## config.mk

```make
export PLATFORM = sky130hd
export DESIGN_NAME = ssd1306_frame_writer_flat
export DESIGN_NICKNAME = d
export VERILOG_FILES = /design/src/rtl/ssd1306_frame_writer_if.sv /design/src/rtl/ssd1306_frame_writer.sv /design/src/flat_wrapper.sv
export SDC_FILE = /design/constraint.sdc
export NUM_CORES = 1
export LEC_CHECK = 0
export ABC_AREA = 1
export CORE_MARGIN = 4
export CORE_UTILIZATION = 54
export CTS_BUF_LIST = sky130_fd_sc_hd__clkbuf_8
export DETAILED_ROUTE_END_ITERATION = 8
export DONT_BUFFER_PORTS = 1
export GPL_TIMING_DRIVEN = 0
export PLACE_DENSITY = 0.69
export SYNTH_ARGS = -nofsm -noshare
export SYNTH_HDL_FRONTEND = slang
export SYNTH_SLANG_ARGS = --single-unit
```

## constraint.sdc

```tcl
create_clock -name clk_in -period 2.8 [get_ports clk_in]
set_input_delay 0.84 -clock clk_in [delete_from_list [all_inputs] [get_ports clk_in]]
set_output_delay 0.84 -clock clk_in [all_outputs]
set_load 0.03 [all_outputs]
```

## src/rtl/ssd1306_frame_writer_if.sv

```systemverilog
// Byte-level handshake between the SSD1306 frame writer and its SPI transmit driver.
// The frame writer is the master; the SPI driver answers on command_ready.
interface ssd1306_frame_writer_if;
    logic       command_start;
    logic [7:0] command_out;
    logic       command_last_byte;
    logic       command_ready;
    logic       oled_dc;

    modport master (
        output command_start,
        output command_out,
        output command_last_byte,
        output oled_dc,
        input  command_ready
    );

    modport slave (
        input  command_start,
        input  command_out,
        input  command_last_byte,
        input  oled_dc,
        output command_ready
    );
endinterface

```

## src/rtl/ssd1306_frame_writer.sv

```systemverilog
// Streams a full framebuffer to an SSD1306 over an SPI byte driver: 6-byte address header, then page-major data.
// Define FRAME_WRITER_CONTINUOUS_EN to keep refreshing frames back-to-back while init_done stays high.
module ssd1306_frame_writer #(
    parameter int unsigned COLUMNS = 128,
    parameter int unsigned PAGES   = 8
) (
    input  logic                          clk_in,
    input  logic                          reset_in,
    input  logic                          init_done,
    input  logic                          start,
    output logic                          busy,
    output logic                          frame_done,
    output logic [9:0]                    fb_addr,
    input  logic [7:0]                    fb_data,
    ssd1306_frame_writer_if.master        spi
);

    localparam int unsigned TOTAL     = COLUMNS * PAGES;
    localparam logic [9:0]  LAST_ADDR = 10'(TOTAL - 1);
    localparam logic [2:0]  HDR_LAST  = 3'd5;

    typedef enum logic [2:0] {
        IDLE,
        CMD_SEND,
        CMD_WAIT,
        FETCH,
        DATA_SEND,
        DATA_WAIT,
        DONE
    } state_t;

    state_t     state_q, state_d;
    logic [2:0] hdr_idx_q, hdr_idx_d;
    logic [9:0] addr_q, addr_d;
    logic [7:0] cmd_q, cmd_d;
    logic       dc_q, dc_d;
    logic       last_q, last_d;
    logic       first_q, first_d;
    logic       start_pulse;

    function automatic logic [7:0] header_byte(input logic [2:0] idx);
        logic [7:0] b;
        case (idx)
            3'd0:    b = 8'h21;
            3'd1:    b = 8'h00;
            3'd2:    b = 8'(COLUMNS - 1);
            3'd3:    b = 8'h22;
            3'd4:    b = 8'h00;
            default: b = 8'(PAGES - 1);
        endcase
        return b;
    endfunction

    always_ff @(posedge clk_in) begin
        if (reset_in) begin
            state_q   <= IDLE;
            hdr_idx_q <= '0;
            addr_q    <= '0;
            cmd_q     <= '0;
            dc_q      <= 1'b0;
            last_q    <= 1'b0;
            first_q   <= 1'b0;
        end else begin
            state_q   <= state_d;
            hdr_idx_q <= hdr_idx_d;
            addr_q    <= addr_d;
            cmd_q     <= cmd_d;
            dc_q      <= dc_d;
            last_q    <= last_d;
            first_q   <= first_d;
        end
    end

    // first_q marks the first cycle of a WAIT state (ready not yet dropped) or of FETCH (read in flight).
    always_comb begin
        state_d     = state_q;
        hdr_idx_d   = hdr_idx_q;
        addr_d      = addr_q;
        cmd_d       = cmd_q;
        dc_d        = dc_q;
        last_d      = last_q;
        first_d     = first_q;
        start_pulse = 1'b0;

        case (state_q)
            IDLE: begin
                if (start && init_done) begin
                    state_d   = CMD_SEND;
                    hdr_idx_d = '0;
                    cmd_d     = header_byte(3'd0);
                    dc_d      = 1'b0;
                    last_d    = 1'b0;
                end
            end
            CMD_SEND: begin
                if (spi.command_ready) begin
                    start_pulse = 1'b1;
                    first_d     = 1'b1;
                    state_d     = CMD_WAIT;
                end
            end
            CMD_WAIT: begin
                if (first_q) begin
                    first_d = 1'b0;
                end else if (spi.command_ready) begin
                    if (hdr_idx_q == HDR_LAST) begin
                        state_d = FETCH;
                        addr_d  = '0;
                        dc_d    = 1'b1;
                        last_d  = 1'b0;
                        first_d = 1'b1;
                    end else begin
                        hdr_idx_d = hdr_idx_q + 3'd1;
                        cmd_d     = header_byte(hdr_idx_q + 3'd1);
                        last_d    = ((hdr_idx_q + 3'd1) == HDR_LAST);
                        state_d   = CMD_SEND;
                    end
                end
            end
            FETCH: begin
                if (first_q) begin
                    first_d = 1'b0;
                end else begin
                    cmd_d   = fb_data;
                    last_d  = (addr_q == LAST_ADDR);
                    state_d = DATA_SEND;
                end
            end
            DATA_SEND: begin
                if (spi.command_ready) begin
                    start_pulse = 1'b1;
                    first_d     = 1'b1;
                    state_d     = DATA_WAIT;
                end
            end
            DATA_WAIT: begin
                if (first_q) begin
                    first_d = 1'b0;
                end else if (spi.command_ready) begin
                    if (addr_q == LAST_ADDR) begin
                        state_d = DONE;
                    end else begin
                        addr_d  = addr_q + 10'd1;
                        first_d = 1'b1;
                        state_d = FETCH;
                    end
                end
            end
            DONE: begin
                addr_d = '0;
                dc_d   = 1'b0;
                last_d = 1'b0;
`ifdef FRAME_WRITER_CONTINUOUS_EN
                if (init_done) begin
                    state_d   = CMD_SEND;
                    hdr_idx_d = '0;
                    cmd_d     = header_byte(3'd0);
                end else begin
                    state_d = IDLE;
                end
`else
                state_d = IDLE;
`endif
            end
            default: state_d = IDLE;
        endcase

        // Losing init_done abandons the frame immediately; no byte may start in that cycle.
        if (state_q != IDLE && !init_done) begin
            state_d     = IDLE;
            start_pulse = 1'b0;
            addr_d      = '0;
            dc_d        = 1'b0;
            last_d      = 1'b0;
            first_d     = 1'b0;
        end
    end

    assign busy                  = (state_q != IDLE);
    assign frame_done            = (state_q == DONE);
    assign fb_addr               = addr_q;
    assign spi.command_start     = start_pulse;
    assign spi.command_out       = cmd_q;
    assign spi.command_last_byte = last_q;
    assign spi.oled_dc           = dc_q;

endmodule

```

## src/flat_wrapper.sv

```systemverilog
// flat-port wrapper written by rule: the top's interface ports become plain ports
module ssd1306_frame_writer_flat 
#(
    parameter int unsigned COLUMNS = 128,
    parameter int unsigned PAGES   = 8
)
  (clk_in, reset_in, init_done, start, busy, frame_done, fb_addr, fb_data, spi_command_start, spi_command_out, spi_command_last_byte, spi_oled_dc, spi_command_ready);
  ssd1306_frame_writer_if spi_i ();
  input  logic clk_in;
  input  logic reset_in;
  input  logic init_done;
  input  logic start;
  output logic busy;
  output logic frame_done;
  output logic [9:0] fb_addr;
  input  logic [7:0] fb_data;
  output wire logic [$bits(spi_i.command_start)-1:0] spi_command_start;
  output wire logic [$bits(spi_i.command_out)-1:0] spi_command_out;
  output wire logic [$bits(spi_i.command_last_byte)-1:0] spi_command_last_byte;
  output wire logic [$bits(spi_i.oled_dc)-1:0] spi_oled_dc;
  input wire logic [$bits(spi_i.command_ready)-1:0] spi_command_ready;
  assign spi_command_start = spi_i.command_start;
  assign spi_command_out = spi_i.command_out;
  assign spi_command_last_byte = spi_i.command_last_byte;
  assign spi_oled_dc = spi_i.oled_dc;
  assign spi_i.command_ready = spi_command_ready;
  ssd1306_frame_writer #(.COLUMNS(COLUMNS), .PAGES(PAGES)) u_core (.clk_in(clk_in), .reset_in(reset_in), .init_done(init_done), .start(start), .busy(busy), .frame_done(frame_done), .fb_addr(fb_addr), .fb_data(fb_data), .spi(spi_i));
endmodule
```

## Word level (Yosys, flattened, before mapping)

Cells that the tools add are included.

| cells by class | value |
|---|---|
| reductions and logical operators | 22 |
| add/sub/neg operators | 2 |
| equal/unequal tests | 25 |
| mux-type cells | 51 |

Operator list:

| cell | number |
|---|---|
| $mux 10 | 6 |
| $mux 8 | 5 |
| $mux 3 | 13 |
| $pmux 10 s3 | 1 |
| $pmux 7 s4 | 1 |
| $pmux 8 s3 | 1 |
| $eq 3x3->1 const B | 6 |
| $mux 1 | 18 |
| $ne 2x2->1 const B | 9 |
| $pmux 3 s6 | 1 |
| $reduce_and 5->1 | 3 |
| $eq 3x2->1 const B | 4 |
| $reduce_bool 3->1 | 4 |
| $add 10x1->10 const B | 1 |
| $eq 10x10->1 const B | 1 |
| $pmux 1 s4 | 2 |
| $reduce_and 8->1 | 1 |
| $reduce_bool 4->1 | 2 |
| $reduce_and 7->1 | 1 |
| $eq 3x1->1 const B | 2 |
| $logic_not 3->1 | 2 |
| $ne 2x1->1 const B | 3 |
| $pmux 3 s2 | 1 |
| $reduce_and 6->1 | 1 |
| 8 further kinds | 11 |

| storage, ports and cells | value |
|---|---|
| output and inout port bits | 23 |
| flip-flop bits (word level) | 27 |
| logic and storage cells | 107 |
| input bits | 13 |

## Longest topological paths before layout

Gate-level depths: netlist (run 1).

| logic depth | value |
|---|---|
| word-level depth | 8 |
| mapped depth | 12 |
| depth with buffers taken out | 10 |

## Least setup slack after synthesis (run 1)

OpenSTA, ideal clock, no wires.

| timing | value |
|---|---|
| path kind | register to output |
| from | reg u_core.state_q[0] |
| to | out spi_command_start |
| stages on the path, launching flop included | 5 |
| path slack | 0.561 ns |
| buffers on the path | 1 |
| arrival time | 1.399 ns |
| cells stage by stage | dfxtp_1 > buf_6 > nor2_4 > nand2_1 > a21oi_1 |

| between the ends | value |
|---|---|
| elaborated cells on any way between the ends | 7 |
| classes of those cells | 2 x eq/ne; 2 x mux; 3 x reduce/logical |

RTL lines:

| element | RTL line | text |
|---|---|---|
| start, declared | ssd1306_frame_writer.sv:32 | `state_t state_q, state_d;` |
| start signal, assigned | ssd1306_frame_writer.sv:64 | `state_q <= state_d;` |
| $reduce_bool 3->1 | - |  |
| named net busy | flat_wrapper.sv:13 | `output logic busy;` |
| $logic_and 1x1->1 | ssd1306_frame_writer.sv:169 | `if (state_q != IDLE && !init_done) begin` |
| $mux 1 | ssd1306_frame_writer.sv:169 |  |
| end, declared | flat_wrapper.sv:17 | `output wire logic [$bits(spi_i.command_start)-1:0] spi_command_start;` |

The timed path passes the listed nets, and every way through them passes these cells.

## Worst setup path in the final report (run 1)

Same ends and word-level chain as after synthesis.

==> results.md, run 1 <==
* Postcts setup bufs at 0
* Tcrit/Tclk final at 94.3%
* Hold_sp: u_core.hdr_idx_q[1]
* Fin area at 0.00187 mm2
* Area Overhead vs Synth at 5.87%
* Mapped Area at 0.00177 mm2
* CP Class: flop to output port
* Slew Limit Fails at 0
* Total CTS buffers at 3
* Rel. slew slack at approximately 57%
* DIE HEIGHT at 65.2 um
* Die ar. at roughly 0.0043 mm2
* Yosys reg bits at 27
* Final GP Congestion at around 0.87
* RSZ-0062 raised after global routing: no
* Max IR drop VDD at between 0.3 and 0.4 mV
* Worst-margin pin slew at around 640 ps
* Clock buffer depth at 2
* Core Footprint at between 0.003 and 0.004 mm2
* Dpl hpwl at ~3.0 mm
* ANT nets after route at 0
* Compound-Gate Fraction of Synth Area at about 13%
* Status: complete, no violations
* Clock-pin slew on the worst setup and hold paths at about 100 ps
* GR Util All Layers at between 15 and 20%
* R2R depth at 10
* WP data required at roughly 2000 ps
* Commonest non-fill, non-tap cell in the layout: nand2_1
* Via count at 1700
* Final Hold Fails at 0
* Worst hold path type: flop to flop
* Syn Inst Count at ~290
* Vias per inst at between 5 and 6
* Post-synth ARST share at 0%
* Syn_nets at slightly above 300
* First-pass GRT wire length at around 6.7 mm
* Beginning of the worst register-to-register path: u_core.fb_addr[0]
* Drt pass-1 iters at 4
* Total Wirelength at just under 4 mm
* Largest family of logic cells by synthesized area: simple AND/OR/NAND/NOR gates
* FF-to-FF setup slack at roughly 700 ps
* Crit start category: flop
* Std-Cell Rows at 20
* Post-synth EDFFs at 0
* Iteration-0 DRC Markers at between 90 and 100
* Post-CTS sizing at 0
* Max Clock Freq at between 300 and 400 MHz
* Multiplexer share of the synthesized area at 0%
* Grt ovf at 0
* Final Setup Violations at 0
* Post-synthesis sequential area ratio at a little under a third
* Io pins at 36
* Pwr/cell area at between 700 and 800 mW/mm2
* Initial Util at about 57%
* FILL cells at approximately 320
* Ys Warns at 0
* Final net count at 311
* Wire length per cell at around 12 um
* Post-Synth Simple-Gate Area at between 40 and 50%
* Most frequent cells in the layout: nand2_1 (87), nor2_1 (46), inv_1 (27), dfxtp_1 (27), a21oi_1 (24)
* Yosys cell types at 24
* CTS tree: built
* DRC viols at 0
* Antenna cells at 0
* Worst setup EP type: output port
* FF/Latch Area at around 540 um2
* I/O Buffers at 0
* Leakage at slightly above 0.0008 uW
* Layout cells sized above 1 at under 10%
* WL met3 at roughly 220 um
* Largest net degree at the start of global routing at 17
* Root Buffer: clkbuf_8
* Adder-Cell Fraction of Synth Area at approximately 4.2%
* Worst path arrival time at between 1500 and 2000 ps
* Cts hold-fix bufs at 0
* Later-pin clock latency in the skew report at roughly 270 ps
* Final period demand of the worst path at between 2000 and 3000 ps
* R2R Path End: u_core.fb_addr[7]
* Hold Crit Depth at 2
* PnR Total Power at 1470 uW
* Highest metal used: met4
* Final worst setup slack at ~160 ps
* XOR/XNOR Fraction of Synth Area at less than 1%
* H-tree levels at 1
* Setup Skew at around 2.7 ps
* Clock Sinks at 27
* Number of antenna violations at the first check in global routing at 0
* Post-DP Area at 0.00182 mm2
* Worst hold endpoint: u_core.hdr_idx_q[1]
* Main synth FF type: dfxtp_1
* Number of global-route vias before repair at around 1500
* Setup TNS at 0 ps
* Wire length on met1 at 1.84 mm
* Area of the multi-input gates at about 0.0011 mm2
* Die width at 65.2 um
* Avg Inst Size Synth at between 6 and 7 um2
* Crit path max fanout at 8
* Placement Setup Slack at about 470 ps
* Met2 wire len at around 1.8 mm
* Max-cap violations at 0
## cell type report
class | count | area share [%]
Multi-Input combinational cell | 223 | 56.5
Sequential cell | 27 | 28.9
Inverter | 32 | 6.41
Tap cell | 44 | 2.94
Buffer | 5 | 2.67
Clock buffer | 3 | 2.20
Clock inverter | 1 | 0.401
## cells in the mapped netlist (3+ instances only)
master	n	area (um2)
buf_6	4	45.0
nand3_1	20	100
ha_1	6	75.1
nand2_1	87	327
o21ai_0	16	80.1
nand2_2	3	18.8
nand4_1	3	18.8
inv_1	27	101
nor2_4	3	33.8
dfxtp_1	27	541
inv_2	5	18.8
a21oi_1	24	120
nor2_1	46	173
## sequential cells by signal, indices dropped and copies added (netlist names)
register,flops
u_core.fb_addr,10
u_core.first_q,1
u_core.hdr_idx_q,3
u_core.spi.command_last_byte,1
u_core.spi.command_out,8
u_core.spi.oled_dc,1
u_core.state_q,3
## worst max-delay path, cell delays in order (launching register included)
cell and delay, ps:
dfxtp_1 320, buf_6 130, nor2_4 170, nand2_1 280, a21oi_1 620
## cell families (layout without fill, tap and decap cells)
kind of cell	after synthesis	after routing
xor+xnor	2	2
compound gates	45	45
fa+ha+maj	6	6
simple gates	170	170
flops	27	27
buf+inv	37	41
## worst max-delay path by stage
stage	slack, ps	endpoint	start	depth (start not counted)
global route	70	spi_command_start	u_core.state_q[0]	4
global placement	470	spi_command_start	u_core.state_q[2]	3
floorplan	560	spi_command_start	u_core.state_q[0]	4
finish	160	spi_command_start	u_core.state_q[0]	4
CTS	160	spi_command_start	u_core.state_q[0]	4
detailed placement	470	spi_command_start	u_core.state_q[0]	4
## per-layer routing
| metal | GRT usage, % | vias to the layer above |
|---|---|---|
| li1 | - | 930 |
| met1 | 26.0 | 735 |
| met2 | 31.9 | 33 |
| met3 | 4.10 | 2 |
| met4 | 5.18 | 0 |
| met5 | 0 | - |
## where the power goes
part           internal (uW)  switching (uW)  total, uW
logic                    217             432        649
registers                449             140        588
clock network            101             127        228
total                    767             698       1470
## per-stage QoR
| stage | utilization, % | instances | hold slack (ps) |
|---|---|---|---|
| final | 60.4 | 335 | 541 |
| after global routing | 60.4 | 335 | 574 |
| after detailed placement | 58.8 | 331 | 530 |
| after global placement | 58.8 | 331 | 529 |
| after floorplan | - | 287 | 493 |
| after CTS | 60.4 | 335 | 545 |
Power figures use the tool's default switching activity.
==> run 2: changes to the inputs <==
--- a/config.mk
+++ b/config.mk
@@ -12,7 +12,7 @@
 export DETAILED_ROUTE_END_ITERATION = 8
 export DONT_BUFFER_PORTS = 1
 export GPL_TIMING_DRIVEN = 0
-export PLACE_DENSITY = 0.69
+export PLACE_DENSITY = 0.72
 export SYNTH_ARGS = -nofsm -noshare
 export SYNTH_HDL_FRONTEND = slang
 export SYNTH_SLANG_ARGS = --single-unit
==> constraint.sdc (replaced) <==
create_clock -name clk_in -period 2.3 [get_ports clk_in]
set_input_delay 0.23 -clock clk_in [delete_from_list [all_inputs] [get_ports clk_in]]
set_output_delay 0.23 -clock clk_in [all_outputs]
set_load 0.03 [all_outputs]
==> results.md, run 2 (synthesis results as in run 1) <==
* Die ar. at 0.00426 mm2
* CP Class: flop to output port
* Layout Utilization at 60.8%
* DIE HEIGHT at 65.2 um
* Later-pin clock latency in the skew report at ~270 ps
* Final Hold Fails at 0
* Wire length per cell at 11.4 um
* Layout cells sized above 1 at 9.25%
* Grt ovf at 0
* Tcrit/Tclk final at between 80% and 90%
* Status: complete, no violations
* Most frequent cells in the layout: nand2_1 (87), nor2_1 (46), inv_1 (27)
* Largest net degree at the start of global routing at 17
* Leakage at roughly 0.00081 uW
* Clock Sinks at 27
* Iteration-0 DRC Markers at around 120
* Final period demand of the worst path at roughly 2000 ps
* Io pins at 36
* Max Clock Freq at between 400 and 500 MHz
* Crit path max fanout at 8
* CTS tree: built
* Final GP Congestion at roughly 0.9
* Worst path arrival time at approximately 1800 ps
* Via count at about 1700
* Total CTS buffers at 3
* Rel. slew slack at a little under 60%
* Number of antenna violations at the first check in global routing at 0
* Max IR drop VDD at ~0.50 mV
* DRC viols at 0
* I/O Buffers at 0
* Clock-pin slew on the worst setup and hold paths at 100 ps
* Vias per inst at around 5
* Final net count at 312
* ANT nets after route at 0
* RSZ-0062 raised after global routing: no
* Drt pass-1 iters at 4
* FILL cells at 331
* First-pass GRT wire length at between 6 and 7 mm
* Std-Cell Rows at 20
* H-tree levels at 1
* Commonest non-fill, non-tap cell in the layout: nand2_1
* Core Footprint at approximately 0.0031 mm2
* Die width at around 65 um
* Slew Limit Fails at 0
* Number of global-route vias before repair at 1431
* Crit start category: flop
* Clock buffer depth at 2
* Pwr/cell area at approximately 940 mW/mm2
* Worst setup EP type: output port
* Setup TNS at 0 ps
* Final Setup Violations at 0
* Max reg flops at 10
* Root Buffer: clkbuf_8
* Setup Skew at between 3 and 4 ps
* GR Util All Layers at between 10% and 20%
* Max-cap violations at 0
* WP data required at ~2100 ps
* Worst-margin pin slew at between 600 and 700 ps
* Worst hold path type: primary input to flop
* Area Overhead vs Synth at 6.58%
* Initial Util at ~57%
* Total Wirelength at around 3.8 mm
* Dpl hpwl at about 3.0 mm
* Antenna cells at 0
[run 2: what timing repair did]
action                                  4_1_cts  5_1_grt
gates resized for setup                       0        2
hold buffers                                  0        1
endpoints found under the setup margin        0        5
endpoints found under the hold margin         0        2
setup buffers                                 0        0
[run 2: report_power, final]
part | switching [uW] | internal [uW]
Clock | 152 | 123
Sequential | 170 | 548
Combinational | 521 | 266
Total | 843 | 937
[run 2: path summary, 6_finish.rpt]
check                       from             endpoint  slack [ps]  depth (start not counted)
max            u_core.state_q[0]    spi_command_start         270                          4
min                     reset_in  u_core.hdr_idx_q[0]          10                          1
max reg2reg    u_core.fb_addr[1]    u_core.fb_addr[9]         350                         10
min reg2reg  u_core.hdr_idx_q[1]  u_core.hdr_idx_q[1]         540                          2
[run 2: worst max-delay path, cell delays in order (launching register included)]
cell	delay [ps]
dfxtp_1	320
buf_6	130
nor2_4	170
nand2_1	280
a21oi_1	620
[run 2: area by class of cell]
type	count	area [um2]	share of cell area [%]
multi-input cells	223	1060	56.1
clock inverters	1	7.51	0.398
clock buffers	3	41.3	2.19
well taps	44	55.1	2.92
flip-flops and latches	27	543	28.8
inverters	32	120	6.37
plain buffers	5	50.0	2.65
repair buffers	1	10.0	0.531
[run 2: layer usage]
layer  GRT usage, %  share of wire [%]  vias to the layer above
met2           30.5                 44                       30
met3           4.62                5.7                        2
met1           25.1                 49                      723
met5              0                  0                        -
met4           4.66               0.68                        0
li1               -                  -                      926
[run 2: metrics by stage]
stage	area [um2]	worst slack [ps]	hold slack, ps	instances	power (uW)
after detailed placement	1820	224	302	331	1520
after CTS	1870	194	8.34	335	1790
final	1890	274	10.8	336	1780
after global placement	1820	239	300	331	1510
after floorplan	1770	486	299	287	1370
after global routing	1890	117	2.96	336	1950
